`config.mk`:
```
export PLATFORM = sky130hd
export DESIGN_NAME = sop_tag_fifo
export DESIGN_NICKNAME = d
export VERILOG_FILES = /design/src/rtl/sop_tag_fifo.sv
export SDC_FILE = /design/constraint.sdc
export NUM_CORES = 1
export LEC_CHECK = 0
export CELL_PAD_IN_SITES_DETAIL_PLACEMENT = 2
export CELL_PAD_IN_SITES_GLOBAL_PLACEMENT = 2
export CORE_ASPECT_RATIO = 1.2
export CORE_MARGIN = 8
export CORE_UTILIZATION = 42
export DETAILED_ROUTE_END_ITERATION = 7
export PLACE_DENSITY_LB_ADDON = 0.1
export SLEW_MARGIN = 10
export SYNTH_ARGS = -nofsm -noshare
export SYNTH_HDL_FRONTEND = slang
export SYNTH_SLANG_ARGS = --single-unit
```
`constraint.sdc`:
```
create_clock -name clk -period 4.85 [get_ports clk]
set_input_delay 0.485 -clock clk [delete_from_list [all_inputs] [get_ports clk]]
set_output_delay 0.485 -clock clk [all_outputs]
set_load 0.005 [all_outputs]
```
`src/rtl/sop_tag_fifo.sv`:
```
// sop_tag_fifo: index-tag FIFO between the RMSP front end and the FFT output.
// A tag is captured on each input start-of-packet and replayed in order on each
// output start-of-packet, so every FFT symbol keeps its frame/symbol index.
// Optional feature macro: SOP_TAG_LAT_EN adds a free-running cycle counter,
// a per-entry push timestamp and the lat_out_o push-to-pop latency output.
module sop_tag_fifo #(
    parameter int unsigned TAG_W = 7,
    parameter int unsigned DEPTH = 4,
    parameter int unsigned LAT_W = 16
) (
    input  logic                       clk,
    input  logic                       rst_n,
    input  logic                       flush_i,
    input  logic                       in_sop_i,
    input  logic [TAG_W-1:0]           tag_in_i,
    input  logic                       out_sop_i,
    output logic [TAG_W-1:0]           tag_out_o,
    output logic                       tag_valid_o,
    output logic [$clog2(DEPTH):0]     level_o,
    output logic                       overflow_o,
    output logic                       underflow_o
`ifdef SOP_TAG_LAT_EN
    ,
    output logic [LAT_W-1:0]           lat_out_o
`endif
);

    localparam int unsigned PtrW = $clog2(DEPTH);
    localparam int unsigned LvlW = PtrW + 1;

    logic [PtrW-1:0]  wr_ptr_q, wr_ptr_d;
    logic [PtrW-1:0]  rd_ptr_q, rd_ptr_d;
    logic [LvlW-1:0]  level_q, level_d;
    logic [TAG_W-1:0] tag_out_q, tag_out_d;
    logic             tag_valid_q, tag_valid_d;
    logic             overflow_q, overflow_d;
    logic             underflow_q, underflow_d;
    logic [TAG_W-1:0] mem_q [DEPTH];

    logic pop_ok;
    logic push_ok;
    logic mem_we;

    // Pop decides on the pre-cycle level; a full FIFO still accepts a push
    // when a pop completes in the same cycle.
    always_comb begin
        pop_ok  = out_sop_i && (level_q != '0);
        push_ok = in_sop_i && ((level_q < LvlW'(DEPTH)) || pop_ok);
        mem_we  = push_ok && !flush_i;
    end

    // Next-state for pointers, occupancy, output tag and status pulses.
    always_comb begin
        wr_ptr_d    = wr_ptr_q;
        rd_ptr_d    = rd_ptr_q;
        level_d     = level_q;
        tag_out_d   = tag_out_q;
        tag_valid_d = tag_valid_q;
        overflow_d  = 1'b0;
        underflow_d = 1'b0;
        if (flush_i) begin
            // tag_out deliberately holds its last value across a flush
            wr_ptr_d    = '0;
            rd_ptr_d    = '0;
            level_d     = '0;
            tag_valid_d = 1'b0;
        end else begin
            overflow_d  = in_sop_i && !push_ok;
            underflow_d = out_sop_i && (level_q == '0);
            if (push_ok) begin
                wr_ptr_d = wr_ptr_q + PtrW'(1);
            end
            if (pop_ok) begin
                rd_ptr_d    = rd_ptr_q + PtrW'(1);
                tag_out_d   = mem_q[rd_ptr_q];
                tag_valid_d = 1'b1;
            end else if (underflow_d) begin
                tag_valid_d = 1'b0;
            end
            unique case ({push_ok, pop_ok})
                2'b10:   level_d = level_q + LvlW'(1);
                2'b01:   level_d = level_q - LvlW'(1);
                default: level_d = level_q;
            endcase
        end
    end

    // Control and output state registers.
    always_ff @(posedge clk or negedge rst_n) begin
        if (!rst_n) begin
            wr_ptr_q    <= '0;
            rd_ptr_q    <= '0;
            level_q     <= '0;
            tag_out_q   <= '0;
            tag_valid_q <= 1'b0;
            overflow_q  <= 1'b0;
            underflow_q <= 1'b0;
        end else begin
            wr_ptr_q    <= wr_ptr_d;
            rd_ptr_q    <= rd_ptr_d;
            level_q     <= level_d;
            tag_out_q   <= tag_out_d;
            tag_valid_q <= tag_valid_d;
            overflow_q  <= overflow_d;
            underflow_q <= underflow_d;
        end
    end

    // Tag storage; not reset, only entries that were pushed are ever read.
    always_ff @(posedge clk) begin
        if (mem_we) begin
            mem_q[wr_ptr_q] <= tag_in_i;
        end
    end

    assign tag_out_o   = tag_out_q;
    assign tag_valid_o = tag_valid_q;
    assign level_o     = level_q;
    assign overflow_o  = overflow_q;
    assign underflow_o = underflow_q;

`ifdef SOP_TAG_LAT_EN
    logic [LAT_W-1:0] cnt_q;
    logic [LAT_W-1:0] lat_q, lat_d;
    logic [LAT_W-1:0] stamp_q [DEPTH];

    // Latency result updates only on a successful pop; flush/underflow hold it.
    always_comb begin
        lat_d = lat_q;
        if (!flush_i && pop_ok) begin
            lat_d = cnt_q - stamp_q[rd_ptr_q];
        end
    end

    // Free-running cycle counter and latency register.
    always_ff @(posedge clk or negedge rst_n) begin
        if (!rst_n) begin
            cnt_q <= '0;
            lat_q <= '0;
        end else begin
            cnt_q <= cnt_q + LAT_W'(1);
            lat_q <= lat_d;
        end
    end

    // Push timestamps, written alongside the tag.
    always_ff @(posedge clk) begin
        if (mem_we) begin
            stamp_q[wr_ptr_q] <= cnt_q;
        end
    end

    assign lat_out_o = lat_q;
`else
    logic unused_lat_w;
    assign unused_lat_w = ^LAT_W;
`endif

endmodule

```
==> Word-level counts from Yosys, hierarchy flattened <==
Memory sizes are Yosys's and may differ from the RTL's. A register that Yosys moved wholly into a read port is not among the register bits.
Index checks and enable logic that the tools add are counted.
{ "op_classes": {"add_sub_neg": 4, "magnitude_cmp": 1, "eq_ne": 2, "mux": 13, "n_bitwise": 1, "n_reduce_logical": 16} }
{ "op_table": {"columns": ["cell", "n"], "rows": [
  ["3-bit nonzero test", 3],
  ["2-bit two-way mux", 4],
  ["1-bit two-way mux", 7],
  ["3-bit one-hot mux with 2 select lines", 1],
  ["1-bit logical AND", 5],
  ["2-bit by 1-bit adder with 2-bit output, second input constant", 2],
  ["2-bit nonzero test", 2],
  ["3-bit by 1-bit adder with 3-bit output, second input constant", 1],
  ["1-bit zero test", 3],
  ["3-bit zero test", 1],
  ["3-bit less-than comparator, second input constant", 1],
  ["3-bit two-way mux", 1],
  ["3-bit by 1-bit subtractor with 3-bit output, second input constant", 1],
  ["2-bit by 1-bit equality test with 1-bit output, second input constant", 1],
  ["2-bit equality test, second input constant", 1],
  ["2-bit AND reduction", 1],
  ["1-bit logical OR", 1],
  ["1-bit inverter", 1]
]} }
{ "word_totals": {"regBits": 10, "ramBits": 28, "in_bits": 12, "out_inout_bits": 13, "wordCells": 44, "n_memories": 1} }
{ "mem_list": {"columns": ["memory", "words", "word_bits", "rd", "rd_ports_with_merged_regs", "wr", "line", "rtl"], "rows": [
  ["mem_q", 4, 7, 1, 1, 1, "38", "logic [TAG_W-1:0] mem_q [DEPTH];"]
]} }

==> Logic depth before layout (Yosys ltp) <==
Gate-level depths: netlist of the first run.
{ "logic_depth": {"depth_word": 7, "depth_mapped": 7} }

==> Worst setup path before layout of the first run <==
OpenSTA, ideal clock, no wires.
{ "synth_path": {"kind": "register to register", "start": "register level_q[2] (netlist: level_o[2])", "end": "register level_q[1] (netlist: level_o[1])", "setup_time_ns": 0.142, "arrival_time_ns": 1.969, "required_time_ns": 4.708, "path_slack_ns": 2.738, "stages_incl_launch_ff": 8, "synth_period_minus_slack_ns": 2.112, "cell_sequence": "dfrtp_1 buf_2 nor3_1 nor2_1 fa_1 or3b_2 a21oi_1 a211oi_1"} }
{ "synth_between": {"elab_chain_cells": 7, "elab_cells_between_ends": 10} }
{ "synth_rtl": {"columns": ["element", "line", "rtl"], "rows": [
  ["start, declared", "33", "logic [LvlW-1:0] level_q, level_d;"],
  ["start signal, assigned", "101", "level_q <= level_d;"],
  ["parallel branches: the longest is 7 deep, another holds 3-bit less-than comparator", null, null]
]} }
Parallel ways; which one is timed is not known.
A chain may end at the register's enable or synchronous reset.

==> Worst setup path in the final report of the first run <==
{ "layout_path": {"start": "input out_sop_i", "end": "register level_q[1] (netlist: level_o[1])"} }
{ "layout_between": {"elab_chain_cells": 6, "elab_cells_between_ends": 8} }
{ "layout_rtl": {"columns": ["element", "line", "rtl"], "rows": [
  ["start, declared", "16", "input logic out_sop_i,"],
  ["1-bit logical AND (*)", "47", "pop_ok = out_sop_i && (level_q != '0);"],
  ["1-bit logical OR", "48", "push_ok = in_sop_i && ((level_q < LvlW'(DEPTH)) || pop_ok);"],
  ["1-bit logical AND", "48", null],
  ["2-bit by 1-bit equality test with 1-bit output or 2-bit equality test (tied branches)", "80", "unique case ({push_ok, pop_ok})"],
  ["3-bit one-hot mux with 2 select lines", "80", null],
  ["3-bit two-way mux", "61", "if (flush_i) begin"]
]} }
Every way passes the cells marked *; elsewhere a longest branch is shown, timed or not.

==> results.txt, run 1 <==
The number of register bits inferred by synthesis is 45, and the via count is 1093. Combinational cells account for 22.8% of the total power. The area growth from synthesis to layout is 17.7%. The tool flagged a number of max-cap violations equal to 0.

Synthesis handed over a netlist of 122 instances. Setup repair after global routing left no endpoint under its margin. In this run, synthesis inferred 28 flip-flops with an integrated enable. In the post-synthesis netlist, the biggest area contributors are edfxtp_1, dfrtp_1, mux4_2. Of all flip-flops after synthesis, the portion carrying an async set or reset was 37.8%.

For the final routed database, the setup TNS stands at 0 ns. The total count of max-transition violations in the final report was 0. The multi-input combinational cells in the finished layout cover a total of 648 um^2.

The logs give 27 for the placement row count and 139 for the net count after synthesis. In the global route stage, overall resource usage came out at 12.7%. For the worst flop-to-flop path, the logic depth is 6.

For the final database, setup skew stands at 0.00659 ns. The first global-routing pass estimated 6930 um of wire. The latest clock arrival within the worst-skew pair was 0.29 ns; the residual DRC count was 0. For this run, the number of Yosys warnings is 0.

STA puts the critical path data arrival time at 2.81 ns. The filler-free cell count of the finished design is 203, and the total placed cells including tap cells is 197. The run gives 0 as the number of failing hold endpoints at the final stage.

Once the clock tree was built, the setup fixing pass inserted 0 buffers. The setup path with the least slack is of type in -> reg. Counting the fill cells in the layout gives 416. The total internal power came out at 0.000685 W. The number of cells on the worst hold path is 1. The flow ran to the end, and the final reports show no timing, DRC or antenna violations. Buffers placed on the I/O ports in this run total 24.

The initial utilization of the core area, before any placement, comes to 43.1%. The die covers 7130 um^2. The run gives 35 as the unique cell type count in the Yosys netlist. The clock network burns 23.0% of the power. Average wire per cell in the routed design: 20.9 um. The share of cells above drive strength 1 was 17.2%. Transition time at the pin with the least slew margin: 0.880 ns.

Number of global-route vias before repair: 1284. In the final design database the tool counted 163 nets. Summed over all nets, the switching power comes to 0.000222 W. The synthesized design spends more area on one cell type than any other, namely edfxtp_1. STA puts the critical path data required time at 5.00 ns. The die outline height was 90.9 um; the maximum number of pins on one net before global-route repair was 18. The overflow left after global routing was 0; the reported leakage power was 0.847 nW. The number of design-rule violations left by the first detailed-router iteration is 78, and the post-layout minimum cycle time is 2.67 ns.

The final HPWL from detailed placement came out at 3060 um. The tree is rooted in a clkbuf_8. The power density of the placed cells is 392 nW/um^2. Setup violations remaining at the end of the flow were counted as 0. The type of origin of the critical path is a primary input. The switching power share of the total was 24.5%. STA classifies the critical path endpoint as a register. Count of pins on the block boundary: 25. The setup slack after layout is 2.18 ns. The area inside the core boundary is 4560 um^2.

In this run the cell area of the synthesized design comes to 1960 um^2. TritonCTS built the clock tree. Across the whole layout, storage elements account for 1270 um^2. In this run the mean area of a mapped cell was 16.1 um^2. The overall die width works out to 78.4 um. Before CTS, the worst setup slack after placement is 1.89 ns. Among all cell types in the netlist, the one instantiated most often is edfxtp_1.

The min-delay analysis places its worst path in the category reg -> reg. The run gives 0 as the initial antenna violation count. The worst IR drop on VDD is 0.000142 V, and the number of inserted diodes is 0.

The share of synthesized area in the top cell type comes to 42.8%. Among all flip-flop cells after synthesis, the most frequent one is edfxtp_1. The post-layout total power is 0.000907 W, and the average vias per placed instance is 5.38. Largest fanout on the critical path: 13. The clock passes through at most 2 buffers. The H-tree was split into 2 levels.

The worst slew margin relative to its limit is 41.1%. By count the netlist is led by edfxtp_1, dfrtp_1, a21oi_1. Derived from the worst setup path, the maximum achievable clock frequency is 0.375 GHz. For the first-pass detailed-route iteration total, the log shows 4. The tools report the number of antenna-violating nets in the routed design as 0. The count of instances resized after the clock tree is built was 0; the sequential-to-total area share from yosys stat was 64.5%.

The total wire length is 4240 um, and the total clock sinks is 45. After layout, the worst path uses 55.0% of the clock period. The number of hold buffers added after CTS is 0, and the CTS clock-pin slew for the worst setup and hold paths is 0.08 ns. Routability-driven placement finished with a final weighted congestion of 0.736.

In this run, CTS created clock tree buffers numbering 5. The sequential share of power is 54.2%.
-- state kept, by name, indices dropped and copies added, names as in the netlist --
name / flops
mem_q: 28
tag_out_o: 7
level_o: 3
rd_ptr_q: 2
wr_ptr_q: 2
overflow_o: 1
tag_valid_o: 1
underflow_o: 1
-- path summary, 6_finish.rpt --
path                         startpoint            to  slack (ns)
max                           out_sop_i    level_o[1]        2.18
min                        tag_out_o[1]  tag_out_o[1]        0.52
max reg2reg                  level_o[2]    level_o[1]        2.58
min reg2reg                tag_out_o[1]  tag_out_o[1]        0.52
max in group asynchronous         rst_n   rd_ptr_q[0]        3.61
min in group asynchronous         rst_n    overflow_o        0.69
-- cells in the final DEF, fill, tap and decap left out --
cell type,instances
nand2b_1,4
a21o_1,1
clkinv_2,1
nand2b_2,1
edfxtp_1,28
o31ai_4,1
nand3b_1,1
nor2b_1,1
a211oi_1,2
nand2_1,1
clkdlybuf4s50_1,24
o21ai_0,2
xor2_1,2
inv_1,3
and3b_1,1
mux2i_1,1
nor3_1,1
and2_1,4
mux2_4,7
ha_1,4
or3b_2,1
clkbuf_8,5
o21ai_1,1
or4_1,1
o221ai_1,1
o311ai_0,1
fa_1,1
dfrtp_1,17
o21ba_2,1
or3_1,1
nor2_4,1
nand3_1,3
mux4_2,7
a21oi_1,8
nor2_1,6
-- area by class of cell --
type                            instances  share of cell area, %
Sequential cell                        45                   54.8
Multi-Input combinational cell         67                   28.0
Timing Repair Buffer                   24                   10.4
Tap cell                               58                   3.14
Clock buffer                            5                   2.98
Inverter                                3                  0.487
Clock inverter                          1                  0.216
-- per-stage QoR --
| stage | utilization (%) | hold slack, ns | area (um^2) |
|---|---|---|---|
| after floorplan | - | 0.189 | 1960 |
| after global placement | 49.1 | 0.495 | 2240 |
| after detailed placement | 49.1 | 0.500 | 2240 |
| after CTS | 50.7 | 0.522 | 2310 |
| after global routing | 50.7 | 0.538 | 2310 |
| final | 50.7 | 0.517 | 2310 |
-- power groups by stage --
stage,Clock (W),Sequential [W],Combinational [W]
finish,0.000209,0.000492,0.000207
detailed placement,0,0.000501,0.000212
global route,0.000227,0.000499,0.000224
CTS,0.000216,0.000492,0.000213
global placement,0,0.000497,0.000202
floorplan,0,0.000485,0.000117
-- critical path, stage by stage --
cell	delay, ns
clkdlybuf4s50_1	0.79
nand2b_2	0.18
nor2_1	0.18
fa_1	0.47
or3b_2	0.48
a21oi_1	0.17
a211oi_1	0.06
-- layer usage --
metal	track usage, %	share of wire [%]	vias to the layer above
li1	-	-	499
met5	0	0	-
met4	5.26	1.4	0
met3	3.59	5.7	7
met2	22.6	53	28
met1	13.7	40	559
-- kinds of logic (layout without fill, tap and decap cells) --
family / count (synthesis) / in the layout / share of synthesized area (%)
AOI/OAI and AO/OA: 18 / 18 / 6.43
muxes: 15 / 15 / 13.9
and+or+nand+nor: 27 / 27 / 8.22
adders and majority gates: 5 / 5 / 3.57
buffers and inverters: 10 / 33 / 2.55
xor gates and xnor gates: 2 / 2 / 0.892
DFF: 45 / 45 / 64.5
Note: power is estimated with default switching activity, not from simulation.
==> run 2: changes to the inputs <==
CORE_UTILIZATION = 39   (was 42)
clock period = 2.7 ns   (was 4.85 ns; I/O delays follow)
==> run 2 against run 1 <==
  * Power up 98%
  * Setup slack got worse by 1.7 ns
  * Global-route usage is 0.32 points higher
  * First-iteration DRC count fell by 82%
  * Die area increased by 6.2%
  * Core utilization down 1.8 points
  * Non-clock buffer count grew 5
  * Sequential share of layout area decreased by 2.0 points
  * Register-to-register slack worse by 2.1 ns
  * Clock-buffer cell count is 1 higher
  * Final area rose by 3.7%
  * Routed wire length is 9.2% higher
  * Critical endpoint unchanged
  * Highest routed layer unchanged
==> results.txt, run 2 (synthesized netlist as in run 1, its figures left out) <==
The flow ran to the end, and the final reports show no timing, DRC or antenna violations. The tools report the post-CTS setup buffer count as 0 (unchanged). The filler-free cell count of the finished design came out at 212 (+4.4%). The tools report the wire length of the first global-routing pass as 7330 um (+5.8%). The worst setup path is captured at a register. The total internal power was 0.00137 W (+100%); the global-route total usage across every layer was 13.0% (+0.32 points). Counting I/O delays and the setup requirement, the final critical path takes 2.22 ns. Residual DRC count: 0 (unchanged). The maximum clock skew at final layout was 0.0103 ns (+0.00373 ns); the switching power was 0.000428 W (+93%). The power density of the placed cells is 749 nW/um^2 (+91%), and the number of failing hold endpoints at the final stage is 0 (unchanged).

CTS clock-pin slew for the worst setup and hold paths: 0.09 ns (about the same). The area inside the core boundary is 4900 um^2 (+7.5%). The tools report the maximum number of pins on one net before global-route repair as 18 (unchanged). Setup repair after global routing left no endpoint under its margin. The number of input and output port buffers inserted was 24 (unchanged); the highest clock frequency the design can meet was 0.450 GHz. The largest fanout on the critical path was 9 (-4); the average vias per placed instance was 5.32 (-1.2%). The final HPWL from detailed placement was 3160 um (+3.1%); the data arrival time of the worst path was 2.40 ns (-0.41 ns). Setup slack after layout: 0.477 ns (-1.71 ns).

The final sum of negative setup slack is 0 ns (unchanged), and the final clock period utilization by the worst path is 82.3%. The placed instance area is 2280 um^2 (+1.8%), and the count of instances resized after the clock tree is built is 0 (unchanged). The initial antenna violation count was 0 (unchanged); the area of the die was 7570 um^2 (+6.2%). The run gives 0.487 ns (-0.0298 ns) as the worst hold slack. The tools report the reported leakage power as 0.889 nW (+5.0%). The critical path is of the reg -> reg type.

The number of design-rule violations left by the first detailed-router iteration was 14 (-82%); the average wire per cell in the routed design was 21.9 um (+4.6%). The run gives 22.2% (-0.6 points) as the portion of total power attributed to combinational logic. Relative to the synthesized area, the layout overhead comes to 22.1%. The placement row count was 28 (+3.7%). The tools report the number of hold buffers added after CTS as 0 (unchanged).

The post-placement worst setup slack is 0.340 ns (-1.55 ns). The tools report the final non-filler cell area as 2400 um^2 (+3.7%). The global placement routability congestion is 0.695 (-5.6%), and the share of cells above drive strength 1 is 21.1% (+3.8 points).

The first-pass detailed-route iteration total is 4 (unchanged). The library cell used most frequently in the layout, excluding fill and tap cells, is edfxtp_1. The number of nets at the end of the flow is 168 (+3.1%). The top cell types in the final layout, fill and taps aside, are edfxtp_1, clkdlybuf4s50_1, dfrtp_1. The total clock sinks is 45 (unchanged).

The via count was 1128 (+3.2%); the worst slew margin relative to its limit was 39.0% (-2.1 points). The clock tree buffer depth is 2 (unchanged). Ranked by flip-flop count, first place goes to mem_q. The latest clock arrival within the worst-skew pair is 0.29 ns (about the same).

Library cell used as clock root buffer: clkbuf_8. TritonCTS built the clock tree. The run gives 5 (unchanged) as the total clock buffers created by CTS. The CTS H-tree depth was 2 (unchanged).

The total wire length came out at 4630 um (+9.2%). The overflow left after global routing is 0 (unchanged). The required time of the worst setup path is 2.87 ns (-2.13 ns), and the count of max-cap constraint violations is 0 (unchanged). The effective utilization at floorplan is 40.1% (-3.0 points). The tools report the total count of max-transition violations in the final report as 0 (unchanged). Die outline height: 93.7 um (+3.1%). In this run the worst hold path is classified as in -> async.

The switching power share of the total was 23.8% (-0.66 points); the worst IR drop on VDD was 0.000240 V (+70%). Transition time at the pin with the least slew margin: 0.912 ns (+0.0320 ns). STA classifies the critical path startpoint as a register. Overall die width: 80.8 um (+3.0%).

Number of antenna-violating nets in the routed design: 0 (unchanged). The sequential share of power was 48.7% (-5.5 points). The tools report the share of power burned in the clock network as 29.1% (+6.1 points).

Number of endpoints failing setup at the final stage: 0 (unchanged). The tools report the count of pins on the block boundary as 25 (unchanged). The total placed cells including tap cells is 204 (+3.6%), and the number of flip-flops under the largest register name is 28 (unchanged).

The number of global-route vias before repair is 1302 (+1.4%), and the number of inserted diodes is 0 (unchanged).
## run 2: worst paths after layout
kind,end,depth (start not counted),from,slack [ns]
max,level_o[1],6,level_o[1],0.48
min,tag_valid_o,1,rst_n,0.49
max reg2reg,level_o[1],6,level_o[1],0.48
min reg2reg,tag_out_o[2],1,tag_out_o[2],0.52
max in group asynchronous,tag_out_o[1],1,rst_n,1.65
min in group clk,tag_out_o[2],1,tag_out_o[2],0.52
## run 2: layout make-up
type                            count  area (um^2)
Fill cell                         483         2510
Sequential cell                    45         1270
Multi-Input combinational cell     67          648
Timing Repair Buffer               29          278
Clock buffer                        6         82.6
Tap cell                           60         75.1
Clock inverter                      2         37.5
Inverter                            3         11.3
## run 2: through the flow
stage          power [W]  util [%]
3_3_place_gp     0.00127      46.5
5_1_grt          0.00189      48.9
2_1_floorplan    0.00108         -
3_5_place_dp     0.00130      46.5
6_report         0.00180      48.9
4_1_cts          0.00183      48.9
## run 2: worst max-delay path, stage by stage, from the launching register on
cell and delay, ns:
dfrtp_1 0.52, nor3_1 0.32, nor2_1 0.10, fa_1 0.48, or3b_2 0.48, a21oi_1 0.15
a211oi_1 0.06
## run 2: per-layer routing
layer / share of wire [%] / track usage (%) / vias up
met5: 0 / 0 / -
met4: 0.30 / 3.13 / 0
met3: 3.8 / 3.16 / 2
met2: 55 / 23.0 / 21
met1: 41 / 15.4 / 596
li1: - / - / 509
## run 2: power groups by stage
stage,Combinational (W),Clock (W),Sequential (W)
detailed placement,0.000404,0,0.000893
CTS,0.000410,0.000538,0.000878
global route,0.000432,0.000567,0.000887
finish,0.000399,0.000523,0.000874
floorplan,0.000210,0,0.000871
global placement,0.000385,0,0.000881
==> RTL change, RTL diff (config.mk and constraints of run 1) <==
Add a define of `SOP_TAG_LAT_EN`.
--- a/src/rtl/sop_tag_fifo.sv
+++ b/src/rtl/sop_tag_fifo.sv
@@ -5,2 +5,4 @@
 // a per-entry push timestamp and the lat_out_o push-to-pop latency output.
+`define SOP_TAG_LAT_EN
+
 module sop_tag_fifo #(
Formal check against the unedited RTL (old outputs only; new: lat_out_o): equivalent (equiv_simple and equiv_induct, registers matched by name and starting in step).
==> RTL change against run 1 <==
Routed wire length increased to 3.7 times the old value. Sequential cell count rose by 96. Clock power grew to 5.9 times the old value. Total power grew to 3.7 times the old value. Setup slack worse by 530 ps. Count of clock-buffer cells in the layout grew 13. Synthesized area grew to 3.2 times the old value. Design area rose to 3.3 times the old value. Die area grew to 2.7 times the old value.
==> RTL change: results (changes against run 1) <==
| Metric | Value |
|---|---|
| NumNets Final | 553 (was 163) |
| Setup crit start | rd_ptr_q[0] (was out_sop_i) |
| Worst-margin pin slew | 733 ps (was 880 ps) |
| Share of cells above drive strength 1 | 0.132 (was 0.172) |
| R2R depth | 9 (was 6) |
| Root Buffer Master | clkbuf_16 (was clkbuf_8) |
| Syn Area/Cell | 13.5 um2 (was 16.1 um2) |
| Tot GR Track Use | 0.174 (was 0.127) |
| Most frequent cells after synthesis | edfxtp_1 (92), nand2_1 (64), dfrtp_1 (49) (was edfxtp_1 (28), dfrtp_1 (17), a21oi_1 (8)) |
| Crit path max fanout | 11 (was 13) |
| PortBufs | 40 (was 24) |
| Iteration-0 DRC Markers | 182 (was 78) |
| First-pass GRT wire length | 24.9 mm (was 6.93 mm) |
| Clock insertion delay at the later pin of the skew report | 420 ps (was 290 ps) |
| Synth Net Count | 505 (was 139) |
| Largest net degree at the start of global routing | 50 (was 18) |
| Sequential area share after synthesis | 0.630 (was 0.645) |
| FF-to-FF setup slack | 1660 ps (was 2580 ps) |
| P_leak | 2.92 nW (was 0.847 nW) |
| Vias in the first global route | 4384 (was 1284) |
| Placed Cells | 703 (was 197) |
| Status | completed (unchanged) |
| Min-Delay Path Class | in -> async (was reg -> reg) |
| Ys async rst share | 0.348 (was 0.378) |
| DP Wirelength | 11.0 mm (was 3.06 mm) |
| H-tree depth | 4 (was 2) |
| Crit path largest cell delay | 570 ps (was 790 ps) |
| GP Congestion | 0.773 (was 0.736) |
| Vias | 3961 (was 1093) |
| Final wirelength | 15.6 mm (was 4.24 mm) |
RTL change: cell types whose count changed in the layout (fill, tap and decap cells not counted), sizes merged, moves of 12 or more:
cell / before / now
a21oi: 8 / 21
buf: 0 / 12
clkbuf: 5 / 18
clkdlybuf4s50: 24 / 39
dfrtp: 17 / 49
edfxtp: 28 / 92
ha: 4 / 21
inv: 3 / 27
mux4: 7 / 23
nand2: 1 / 64
nand3: 3 / 16
nor2: 7 / 29
o21ai: 3 / 15
RTL change: cell type report:
class	instances	area (um2)
well taps	204	255
multi-input cells	286	2170
inverters	21	78.8
repair buffers	51	478
fillers	1419	7360
clock buffers	18	429
flip-flops and latches	141	3990
clock inverters	14	133
RTL change: where the power goes:
group / internal, mW / total (mW) / leakage, nW / switching [mW]
Clock: 0.713 / 1.24 / 0.262 / 0.525
Combinational: 0.333 / 0.621 / 1.20 / 0.288
Sequential: 1.40 / 1.47 / 1.46 / 0.0690
RTL change: worst min-delay path by stage:
stage                 startpoint      endpoint  slack [ps]
floorplan                  rst_n      cnt_q[0]         190
detailed placement  tag_out_o[3]  tag_out_o[3]         470
finish                     rst_n  lat_out_o[0]         190
global route               rst_n  lat_out_o[0]         230
CTS                        rst_n  lat_out_o[0]         210
global placement    tag_out_o[0]  tag_out_o[0]         460
RTL change: routing by layer:
layer	track usage	vias to the layer above	share of wire
li1	-	1826	-
met1	0.192	2047	0.41
met2	0.314	62	0.54
met3	0.0443	26	0.029
met4	0.0691	0	0.021
met5	0	-	0
RTL change: worst max-delay path, delay by kind of cell, from the launching register on:
family | cells | cell delay [ps]
AO/OA/AOI/OAI | 4 | 1020
adder cells (fa/ha/maj) | 1 | 310
buffers and inverters | 2 | 400
flip-flops | 1 | 570
multiplexers | 1 | 530
AND/OR/NAND/NOR | 1 | 240
RTL change: metrics by stage:
step / hold WS [ps] / util / total power, mW / cell area (um2)
3_5_place_dp: 472 / 0.468 / 2.13 / 6970
4_1_cts: 209 / 0.506 / 3.38 / 7530
5_1_grt: 233 / 0.506 / 3.48 / 7530
6_report: 192 / 0.506 / 3.33 / 7530
2_1_floorplan: 189 / - / 1.80 / 6330
3_3_place_gp: 458 / 0.468 / 2.09 / 6970
RTL change: kinds of logic (layout without fill, tap and decap cells):
logic type,count (synthesis),after routing,synth area share
simple gates,146,146,0.107
flops,141,141,0.630
compound gates,71,71,0.0741
buf+inv,43,104,0.0273
fa+ha+maj,23,23,0.0478
xor+xnor,23,23,0.0318
mux,23,23,0.0818
